**src/rtl/ad9361_tdd_sequencer.sv**
```systemverilog
// TDD frame sequencer for the AD9361 ENSM pins: a frame counter (master or sync follower)
// decodes RX/TX windows, and a pin FSM inserts guard time around each enable burst.
module ad9361_tdd_sequencer #(
   parameter int unsigned COUNTER_WIDTH = 24,
   parameter int unsigned GUARD_WIDTH   = 8
) (
   input  logic                     axi_aclk,
   input  logic                     axi_areset,
   input  logic                     cfg_enable,
   input  logic                     cfg_sync_master,
   input  logic [COUNTER_WIDTH-1:0] cfg_frame_len,
   input  logic [COUNTER_WIDTH-1:0] cfg_rx_on,
   input  logic [COUNTER_WIDTH-1:0] cfg_rx_off,
   input  logic [COUNTER_WIDTH-1:0] cfg_tx_on,
   input  logic [COUNTER_WIDTH-1:0] cfg_tx_off,
   input  logic [GUARD_WIDTH-1:0]   cfg_guard,
   input  logic                     tdd_sync_i,
   output logic                     enable,
   output logic                     txnrx,
   output logic                     tdd_sync_o,
   output logic                     tdd_sync_t,
   output logic                     rx_active,
   output logic                     tx_active,
   output logic                     cfg_err,
   output logic [31:0]              frame_count
);

   typedef enum logic [1:0] {IDLE, ARMED, RUN} run_state_t;
   typedef enum logic [1:0] {REQ_NONE, REQ_RX, REQ_TX} req_t;
   typedef enum logic [1:0] {P_IDLE, P_SETUP, P_ACTIVE, P_RELEASE} pin_state_t;

   run_state_t               run_state, run_next;
   pin_state_t               pin_state, pin_next;
   req_t                     req;
   logic                     sync_meta, sync_sync, sync_prev, sync_edge;
   logic [COUNTER_WIDTH-1:0] cnt;
   logic [31:0]              frame_cnt;
   logic                     len_err;
   logic                     sync_t_q;
   logic [GUARD_WIDTH-1:0]   guard_cnt;
   logic                     txnrx_q;
   logic                     load_guard, latch_dir;
   logic                     len_ok, running, rx_hit, tx_hit;

   assign len_ok  = (cfg_frame_len != '0);
   assign running = (run_state == RUN);

   always_ff @(posedge axi_aclk) begin
      if (axi_areset) begin
         sync_meta <= 1'b0;
         sync_sync <= 1'b0;
         sync_prev <= 1'b0;
         sync_edge <= 1'b0;
      end else begin
         sync_meta <= tdd_sync_i;
         sync_sync <= sync_meta;
         sync_prev <= sync_sync;
         sync_edge <= sync_sync & ~sync_prev;
      end
   end

   always_ff @(posedge axi_aclk) begin
      if (axi_areset) run_state <= IDLE;
      else            run_state <= run_next;
   end

   always_comb begin
      run_next = run_state;
      case (run_state)
         IDLE:    if (cfg_enable && len_ok) run_next = cfg_sync_master ? RUN : ARMED;
         ARMED:   if (sync_edge) run_next = RUN;
         RUN:     run_next = RUN;
         default: run_next = IDLE;
      endcase
      if (!cfg_enable || !len_ok) run_next = IDLE;
   end

   // A follower resync takes priority over the natural wrap and does not count as a frame.
   always_ff @(posedge axi_aclk) begin
      if (axi_areset) begin
         cnt       <= '0;
         frame_cnt <= '0;
      end else if (running && run_next == RUN) begin
         if (!cfg_sync_master && sync_edge) begin
            cnt <= '0;
         end else if (cnt >= cfg_frame_len - COUNTER_WIDTH'(1)) begin
            cnt       <= '0;
            frame_cnt <= frame_cnt + 32'd1;
         end else begin
            cnt <= cnt + COUNTER_WIDTH'(1);
         end
      end else begin
         cnt <= '0;
      end
   end

   always_ff @(posedge axi_aclk) begin
      if (axi_areset) begin
         len_err  <= 1'b0;
         sync_t_q <= 1'b1;
      end else begin
         len_err  <= cfg_enable && !len_ok;
         sync_t_q <= ~cfg_sync_master;
      end
   end

   // on >= off can never satisfy both bounds, so such a window is empty by construction
   assign rx_hit = (cnt >= cfg_rx_on) && (cnt < cfg_rx_off);
   assign tx_hit = (cnt >= cfg_tx_on) && (cnt < cfg_tx_off);

   always_comb begin
      req = REQ_NONE;
      if (running && cfg_enable) begin
         if (tx_hit)      req = REQ_TX;
         else if (rx_hit) req = REQ_RX;
      end
   end

   always_ff @(posedge axi_aclk) begin
      if (axi_areset) begin
         pin_state <= P_IDLE;
         guard_cnt <= '0;
         txnrx_q   <= 1'b0;
      end else begin
         pin_state <= pin_next;
         if (load_guard)            guard_cnt <= cfg_guard;
         else if (guard_cnt != '0)  guard_cnt <= guard_cnt - GUARD_WIDTH'(1);
         if (latch_dir)             txnrx_q   <= (req == REQ_TX);
      end
   end

   always_comb begin
      pin_next   = pin_state;
      load_guard = 1'b0;
      latch_dir  = 1'b0;
      case (pin_state)
         P_IDLE: begin
            if (req != REQ_NONE) begin
               pin_next   = P_SETUP;
               load_guard = 1'b1;
               latch_dir  = 1'b1;
            end
         end
         P_SETUP:   if (guard_cnt == '0) pin_next = P_ACTIVE;
         P_ACTIVE: begin
            if (req == REQ_NONE || ((req == REQ_TX) != txnrx_q)) begin
               pin_next   = P_RELEASE;
               load_guard = 1'b1;
            end
         end
         P_RELEASE: if (guard_cnt == '0) pin_next = P_IDLE;
         default:   pin_next = P_IDLE;
      endcase
   end

   assign enable      = (pin_state == P_ACTIVE);
   assign txnrx       = txnrx_q;
   assign rx_active   = enable & ~txnrx_q;
   assign tx_active   = enable & txnrx_q;
   assign tdd_sync_o  = running && cfg_sync_master && (cnt == '0);
   assign tdd_sync_t  = sync_t_q;
   assign cfg_err     = (running && rx_hit && tx_hit) || len_err;
   assign frame_count = frame_cnt;

endmodule

```
**config.mk**
```make
export PLATFORM = sky130hd
export DESIGN_NAME = ad9361_tdd_sequencer
export DESIGN_NICKNAME = d
export VERILOG_FILES = /design/src/rtl/ad9361_tdd_sequencer.sv
export SDC_FILE = /design/constraint.sdc
export NUM_CORES = 1
export LEC_CHECK = 0
export CAP_MARGIN = 20
export CORE_ASPECT_RATIO = 1.1
export CORE_MARGIN = 10
export CORE_UTILIZATION = 35
export CTS_CLUSTER_DIAMETER = 50
export DETAILED_ROUTE_END_ITERATION = 8
export PLACE_DENSITY_LB_ADDON = 0.3
export RECOVER_POWER = 50
export SYNTH_ARGS = -nofsm -noshare
export SYNTH_HDL_FRONTEND = slang
export SYNTH_SLANG_ARGS = --single-unit
export TNS_END_PERCENT = 5
```
**constraint.sdc**
```tcl
create_clock -name axi_aclk -period 5.48 [get_ports axi_aclk]
set_input_delay 1.096 -clock axi_aclk [delete_from_list [all_inputs] [get_ports axi_aclk]]
set_output_delay 1.096 -clock axi_aclk [all_outputs]
set_load 0.05 [all_outputs]
```
* Word level (Yosys, flattened, before mapping)
Cells that the tools add are included.
** Storage, ports and cells
- Flip-flop bits (word level) :: 75
- Output and inout port bits :: 39
- Word-level logic and storage cells :: 89
** Cells by class
- Add/sub/neg operators :: 4
- $lt $le $gt $ge :: 5
- Equality and inequality tests :: 12
- Muxes and demuxes :: 19
- Bitwise operators :: 8
- Reduce and logical (&&, ||, !) cells :: 29
** Operators by type and width (count)
- $ge A24 B24 Y1 :: 3
- $lt A24 B24 Y1 :: 2
- $add A32 B1 Y32 const B :: 1
- $add A24 B1 Y24 const B :: 1
- $logic_not A24 Y1 :: 1
- $reduce_bool A24 Y1 :: 1
- $sub A24 B1 Y24 const B :: 1
- $mux W2 :: 10
- $mux W8 :: 2
- $logic_and A1 B1 Y1 :: 11
- $eq A2 B2 Y1 const B :: 5
- $logic_not A8 Y1 :: 1
- $pmux W2 S4 :: 1
- $reduce_bool A8 Y1 :: 1
- $sub A8 B1 Y8 const B :: 1
- $logic_not A2 Y1 :: 3
- $ne A2 B2 Y1 const B :: 3
- $pmux W2 S3 :: 1
- $not A1 Y1 :: 5
- $eq A2 B1 Y1 const B :: 2
- $mux W1 :: 4
- $reduce_and A4 Y1 :: 1
- $reduce_bool A2 Y1 :: 2
- $reduce_or A4 Y1 :: 1
- other kinds (7) :: 13

* Logic depth before layout (Yosys ltp)
- Depth after elaboration :: 11
- Mapped depth :: 18

* Least setup slack after synthesis
Ideal clock, no wire load.
- Path kind :: input to register
- From :: input port cfg_frame_len[0]
- To :: register cnt[9]
- Arrival time :: 4.674 ns
- Slack :: 0.742 ns
- Stages on the path :: 16
- Cells stage by stage :: inv_1 ha_1 nor3b_2 nand3b_1 or4_4 or2_2 xor2_1 ha_1 a21o_1 a21oi_1 o211ai_1 a221o_1 or4_1 clkbuf_1 buf_2 nor2_1
** On the way
- Cells in the longest elaborated chain, start to end :: 9
** Ends and longest elaborated chain
- start: declaration :: RTL line 11 : input logic [COUNTER_WIDTH-1:0] cfg_frame_len,
- branches (longest 8 deep; another with $sub A24 B1 Y24)
- $reduce_or A4 Y1 (no line) *
- end signal: assignment :: RTL line 90 : cnt <= cnt + COUNTER_WIDTH'(1);
- end: declaration :: RTL line 36 : logic [COUNTER_WIDTH-1:0] cnt;
Mark *: on every way between the ends.
A chain may end at the register's enable or synchronous reset.

* Final worst setup path
- From :: input port cfg_rx_off[11]
- To :: register guard_cnt[7]
** On the way
- Cells in the longest elaborated chain, start to end :: 11
** Ends and longest elaborated chain
- start: declaration :: RTL line 13 : input logic [COUNTER_WIDTH-1:0] cfg_rx_off,
- $lt A24 B24 Y1 * :: RTL line 108 : assign rx_hit = (cnt >= cfg_rx_on) && (cnt < cfg_rx_off);
- $logic_and A1 B1 Y1 * :: RTL line 108
- $mux W1 * :: RTL line 115 : else if (rx_hit) req = REQ_RX;
- $mux W2 * :: RTL line 114 : if (tx_hit) req = REQ_TX;
- $mux W2 * :: RTL line 113 : if (running && cfg_enable) begin
- $eq A2 B2 Y1 :: RTL line 146 : if (req == REQ_NONE || ((req == REQ_TX) != txnrx_q)) begin
- $ne A1 B1 Y1 :: RTL line 146
- $logic_or A1 B1 Y1 :: RTL line 146
- $mux W1 :: RTL line 146
- $pmux W1 S2 * :: RTL line 136 : case (pin_state)
- $mux W8 / $reduce_bool A2 Y1 (equally long branches)
- end signal: assignment :: RTL line 126 : if (load_guard) guard_cnt <= cfg_guard;
- end signal: assignment :: RTL line 127 : else if (guard_cnt != '0) guard_cnt <= guard_cnt - GUARD_WIDTH'(1);
- end: declaration :: RTL line 40 : logic [GUARD_WIDTH-1:0] guard_cnt;
Every way passes the cells marked *; elsewhere a longest branch is shown, timed or not.

==> impl_metrics.yaml <==
critical_path:
  path_class: "in2reg"
  worst_path_max_delay_cell: "a221oi_1"
  crit_fanout: 8
  reg2reg_depth: 9
  critical_path_buf_inv_count: 2
  cp_cell_sequence: "dlygate4sd3_1, inv_1, ha_1, and2_0, a221o_1, a221oi_1, o211ai_1, a21oi_1, mux2_2, a221oi_1, mux2_2"
  worstPathArrival_ns: 5.31
  crit_path_start_kind: "primary input"
  end_kind: "register"
  worst-r2r-setup-slack_ns: 1.04
  cpPeakStageDelay_ns: 1.13
  worst_r2r_startpoint: "cnt[9]"
  cp_top_family: "compound AO/OA/AOI/OAI gates"
  cp.required_ns: 5.71
  worst_r2r_endpoint: "guard_cnt[7]"
layout:
  final_layout_size_suffix_gt1_share_pct: 4.94
  fin_nets: 1309
  stdcell_count: 1302
  area_delta_synth_final_pct: 34.2
routing:
  first_pass_iters: 4
  wl_mm: 20.8
  wl_per_cell_um: 15.9
  avgViaCountPerCell: 5.07
  vias: 6604
  drt_iter0_drc: 262
  drc_errors: 0
  antenna_left: 0
floorplan:
  start_util_pct: 36.0
  rows: 53
  core-area_sq_um: 19300
  die_width_um: 154
  num_io_pins: 172
  dieArea_sq_um: 25900
  die_y_um: 168
logic_synthesis:
  syn-num-nets: 1128
  synthCells: 867
  seq_area_frac_synth_pct: 21.6
  netlist_area_sq_um: 6940
  yosys_warnings: 0
  syn_area_per_cell_sq_um: 8.01
  synth-edff-count: 0
  yosysUniqueCellTypes: 64
  synth-seq-cells: 75
  synth_flop_cell: "dfxtp_1"
  ys_async_sr_fraction_pct: 0
pwr:
  max-vdd-ir-drop_mv: 0.145
  p_clk_share_pct: 38.9
  power_switching_uw: 445
  p_sw_share_pct: 27.5
  power_frac_comb_pct: 24.1
  seq_power_share_pct: 37.1
  p_int_uw: 1170
  cellPowerDensity_nw_per_um2: 174
  power_leakage_uw: 0.00438
grt:
  globalRoute.totalOverflow: 0
  grt_pass1_vias: 6649
  grt_util_all_layers_pct: 15.5
  grt_pass1_wl_mm: 32.9
  grt_max_degree: 43
  antenna_found_initial: 5
clock_tree:
  clkTransAtPathRegs_ns: 0.06
  root_buffer: "clkbuf_16"
  clockBufferDepth: 2
  cts_setup_buffers: 0
  clkLatencyLatePin_ns: 0.34
  cts.sinks: 75
  cts_made_buffers: 9
  hold_buffers: 0
  h-tree-depth: 3
  cts_tree: "built"
  post_cts_resized: 0
place:
  placed_cells: 1284
  numPortBuffers: 171
  place_congestion: 0.843
  dp.final_hpwl_mm: 16.5
  pre_cts_ws_ns: 0.0940
sta:
  min_period_ns: 5.08
  relSlewSlack_pct: -27.7
  max_freq_ghz: 0.197
  finalSetupTns_ns: 0
  worst_pin_slew_ns: 1.92
  fin_skew_ns: 0.00808
  fin_ws_ns: 0.401
  setup_violations: 0
  rsz0062_at_grt: "no"
  fin_crit_sh_pct: 92.7
  hold_viol: 0
  drv_slew: 43
worst_hold_path:
  min_from: "sync_prev"
  hold_class: "reg2reg"
  min_to: "sync_edge"
  min_path_cells: 1
status:
  status: "complete, but fails checks"
  violations: "max-capacitance violations, max-slew violations"
flow_run:
  cap_violations: 1
==> power groups by stage <==
stage	registers (uW)	logic [uW]	clock network (uW)
after global placement	611	386	0
after detailed placement	612	391	0
after global routing	604	440	660
after CTS	600	394	642
final	599	389	629
after floorplan	608	246	0
==> placed cells by master (no fill, tap or decap), types with 3 or more instances in the layout <==
cell / Yosys / routed
a221oi_1: 3 / 4
clkbuf_16: 0 / 9
buf_12: 0 / 3
nand3_1: 25 / 25
dfxtp_1: 75 / 75
xnor2_1: 24 / 24
a2111oi_0: 3 / 4
or4_1: 8 / 8
clkinvlp_4: 0 / 3
nand2_1: 49 / 49
buf_4: 2 / 9
mux2_2: 7 / 7
o211ai_1: 5 / 5
nand4_1: 27 / 27
nor3_1: 16 / 16
o21a_1: 3 / 3
clkdlybuf4s50_1: 0 / 130
nor2_1: 68 / 68
nor2b_1: 15 / 15
a211oi_1: 4 / 4
nand3b_1: 4 / 4
ha_1: 128 / 128
o21ai_0: 39 / 40
a21o_1: 28 / 28
nand2b_1: 12 / 12
dlygate4sd3_1: 0 / 39
mux2i_1: 5 / 5
xor2_1: 30 / 30
and2_1: 5 / 5
and4_1: 4 / 4
a21oi_1: 60 / 60
and3_1: 12 / 12
or3_1: 25 / 25
o31ai_1: 4 / 4
inv_1: 116 / 116
nor4_1: 13 / 13
==> through the flow <==
| stage | instance area (sq um) | total power [uW] | hold WS (ns) | util, % |
|---|---|---|---|---|
| final | 9320 | 1620 | 0.385 | 48.3 |
| after global routing | 9310 | 1710 | 0.409 | 48.3 |
| after CTS | 9340 | 1640 | 0.387 | 48.4 |
| after detailed placement | 9020 | 1000 | 0.379 | 46.8 |
| after global placement | 9020 | 996 | 0.373 | 46.8 |
| after floorplan | 6940 | 854 | 0.367 | - |
==> worst max-delay path by stage <==
stage                                 from      endpoint  cells past startpoint
after floorplan           cfg_frame_len[0]        cnt[9]                     16
after global placement    cfg_frame_len[0]       cnt[20]                     16
after detailed placement  cfg_frame_len[0]        cnt[8]                     16
after CTS                 cfg_frame_len[0]        cnt[8]                     16
after global routing          cfg_tx_on[7]  guard_cnt[1]                     11
final                       cfg_rx_off[11]  guard_cnt[7]                     11
==> cell type report <==
type	instances	area (sq um)
Antenna cell	2	5.00
Tap cell	247	309
Clock inverter	5	61.3
Inverter	116	435
Fill cell	1883	9980
Multi-Input combinational cell	663	4930
Sequential cell	75	1500
Clock buffer	11	253
Timing Repair Buffer	183	1830
==> kinds of logic after synthesis <==
logic type | count (synthesis) | synth area share (%)
mux | 12 | 1.86
buf+inv | 129 | 7.14
fa+ha+maj | 128 | 23.1
flops | 75 | 21.6
compound gates | 169 | 15.5
xor+xnor | 54 | 6.81
simple gates | 300 | 24.0
==> cell usage after synthesis, types with 3 or more instances <==
master	n	area, sq um
nand2b_1	12	75.1
nor2_1	68	255
a221oi_1	3	26.3
and4_1	4	35.0
mux2_2	7	78.8
nor4_1	13	81.3
nand4_1	27	169
mux2i_1	5	50.1
nand3_1	25	125
and2_1	5	31.3
dfxtp_1	75	1500
o31ai_1	4	30.0
inv_1	116	435
a2111oi_0	3	26.3
or4_1	8	60.1
or3_1	25	156
clkbuf_1	8	30.0
and3_1	12	75.1
o21a_1	3	22.5
nor2b_1	15	93.8
buf_2	3	15.0
ha_1	128	1600
nor3_1	16	80.1
xnor2_1	24	210
xor2_1	30	263
nand3b_1	4	30.0
o211ai_1	5	37.5
nand2_1	49	184
a21o_1	28	210
a21oi_1	60	300
o21ai_0	39	195
a211oi_1	4	30.0
==> layer usage <==
layer	GRT usage (%)	vias to the layer above	routed length, um
li1	-	3450	-
met1	17.4	2975	8740
met2	26.9	146	9910
met3	5.12	27	1690
met4	5.06	6	378
met5	0	-	34
==> sequential cells by signal (all words and copies together) (netlist names), 2 cells and up <==
signal,flops
cnt,24
frame_count,32
guard_cnt,8
pin_state,2
run_state,2
(Power assumes the default switching activity.)
==> RTL edit (same flow settings) <==
Set the parameter `COUNTER_WIDTH` to 12 (it was 24).
--- a/src/rtl/ad9361_tdd_sequencer.sv
+++ b/src/rtl/ad9361_tdd_sequencer.sv
@@ -1,7 +1,7 @@
 // TDD frame sequencer for the AD9361 ENSM pins: a frame counter (master or sync follower)
 // decodes RX/TX windows, and a pin FSM inserts guard time around each enable burst.
 module ad9361_tdd_sequencer #(
-   parameter int unsigned COUNTER_WIDTH = 24,
+   parameter int unsigned COUNTER_WIDTH = 12,
    parameter int unsigned GUARD_WIDTH   = 8
 ) (
    input  logic                     axi_aclk,
Ports: changed (5 resized); port bits go from 172 to 112. The function was not compared with the original's and may differ.
==> RTL edit against the original RTL <==
Largest power group unchanged; sequential share of layout area is 3.6 points higher; non-clock buffer count decreased by 70; largest cell class unchanged; wire length decreased by 36%; count of clock-buffer cells in the layout grew 1; critical path depth is 3 higher; area after synthesis shrank 31%; total power is 9.4% lower; critical path type unchanged; the run still ends with capacitance limit, slew limit left; cell area fell by 31%; setup slack improved by 0.51 ns; sequential cell count down 12; highest routed layer is now met4; register-to-register slack gained 0.98 ns.
==> RTL edit: results (changes against the original RTL) <==
| Metric | Value |
|---|---|
| Outcome | `finished, violations left (unchanged)` |
| Failing checks | `capacitance limit, slew limit (unchanged)` |
| Peak VDD IR | `0.000247 V (was 0.000145 V)` |
| Largest net degree at the start of global routing | `54 (was 43)` |
| Total Routing Usage GR | `14.0% (was 15.5%)` |
| Tightest Pin Transition | `2.31 ns (was 1.92 ns)` |
| Root Buffer | `clkbuf_16 (unchanged)` |
| Synth cell count leaders | `78 x nor2_1, 68 x ha_1, 67 x inv_1, 63 x dfxtp_1, 42 x xnor2_1 (was 128 x ha_1, 116 x inv_1, 75 x dfxtp_1, 68 x nor2_1, 60 x a21oi_1)` |
| Cts bufs inserted | `9 (unchanged)` |
| Register area share after synthesis | `26.3% (was 21.6%)` |
| Top Metal Used | `met4 (was met5)` |
| Worst-Skew Late Latency | `0.33 ns` |
| Post-synth cell types | `54 (was 64)` |
| Gpl congestion | `0.814 (was 0.843)` |
| Placed cell count | `858 (was 1284)` |
| Post-place instance area | `6080 um^2 (was 9020 um^2)` |
| Layout Nets | `826 (was 1309)` |
| WL met3 | `618 um (was 1.69 mm)` |
| Max Cap Viol | `1 (unchanged)` |
| Clock skew | `0.00572 ns (was 0.00808 ns)` |
| HPWL after DPL | `10.1 mm (was 16.5 mm)` |
| Arrival @ worst endpoint | `4.70 ns (was 5.31 ns)` |
| Routed met1 length | `6.11 mm (was 8.74 mm)` |
| Flop-to-flop setup slack | `2.02 ns (was 1.04 ns)` |
| Initial DRC count | `208 (was 262)` |
| First-pass GRT wire length | `22.1 mm (was 32.9 mm)` |
| Routed vias/inst | `5.03 (was 5.07)` |
| Leakage | `2.85 nW (was 4.38 nW)` |
| Share of cells above drive strength 1 | `5.52% (was 4.94%)` |
| Pins Over Slew Limit | `54 (was 43)` |
| Vias in the first global route | `4562 (was 6649)` |
| Total number of vias | `4393 (was 6604)` |
| Antenna Diode Count | `0 (was 2)` |
| Largest stage delay, worst path | `0.61 ns (was 1.13 ns)` |
| Met2 WL | `6.27 mm (was 9.91 mm)` |
| Syn nets | `719 (was 1128)` |
| Antenna violations before repair | `0 (was 5)` |
| Cells after Synth | `578 (was 867)` |
| Final WL | `13.2 mm (was 20.8 mm)` |
| Crit Path Max Fanout | `29 (was 8)` |
[RTL edit: cell types whose count changed in the layout (fill, tap and decap cells not counted), moves of 12 or more]
| cell | delta |
|---|---|
| ha_1 | -60 |
| a21oi_1 | -39 |
| a211oi_1 | +15 |
| nand2_1 | -16 |
| dfxtp_1 | -12 |
| xnor2_1 | +18 |
| a21o_1 | -20 |
| inv_1 | -49 |
| o21ai_0 | -29 |
| xor2_1 | -18 |
| clkdlybuf4s50_1 | -60 |
| or3_1 | -23 |
| nand4_1 | -19 |
[RTL edit: cell families (layout without fill, tap and decap cells)]
group | Yosys count | in the layout | synth area share, %
adders and majority gates | 68 | 68 | 17.7
buffers and inverters | 85 | 196 | 6.80
AOI/OAI and AO/OA | 89 | 89 | 14.3
DFF | 63 | 63 | 26.3
and+or+nand+nor | 207 | 207 | 22.4
xor gates and xnor gates | 54 | 54 | 9.85
muxes | 12 | 12 | 2.61
[RTL edit: layout make-up]
type,instances,area [um^2]
fill,1310,6910
clock buffer,12,267
sequential,63,1260
multi-input combinational,430,3220
timing repair buffer,113,1120
clock inverter,3,65.1
tap,184,230
inverter,68,255
[RTL edit: power by group]
| part | switching (mW) | internal (mW) |
|---|---|---|
| Combinational | 0.150 | 0.168 |
| Sequential | 0.0268 | 0.488 |
| Clock | 0.199 | 0.432 |
| Total | 0.376 | 1.09 |
[RTL edit: final timing paths]
path,to,startpoint,depth (start not counted)
setup / recovery,frame_count[10],cfg_frame_len[2],14
hold / removal,sync_edge,sync_prev,1
setup reg to reg,guard_cnt[3],cnt[5],10
hold reg to reg,sync_edge,sync_prev,1
[RTL edit: metrics by stage]
step / setup WS (ns) / hold WS, ns
4_1_cts: 0.918 / 0.384
3_3_place_gp: 0.919 / 0.373
6_report: 0.908 / 0.379
3_5_place_dp: 0.771 / 0.380
5_1_grt: 0.552 / 0.394
2_1_floorplan: 1.19 / 0.367
[RTL edit: metal layers]
layer | vias up | track usage (%)
met1 | 2049 | 16.5
met5 | - | 0
li1 | 2211 | -
met3 | 18 | 3.19
met2 | 115 | 24.3
met4 | 0 | 5.27
[RTL edit: worst max-delay path: cells and delay by family]
family	cells	cell delay [ns]
compound gates	3	1.17
fa+ha+maj	1	0.30
simple gates	6	0.97
xor+xnor	2	0.29
buf+inv	2	0.86
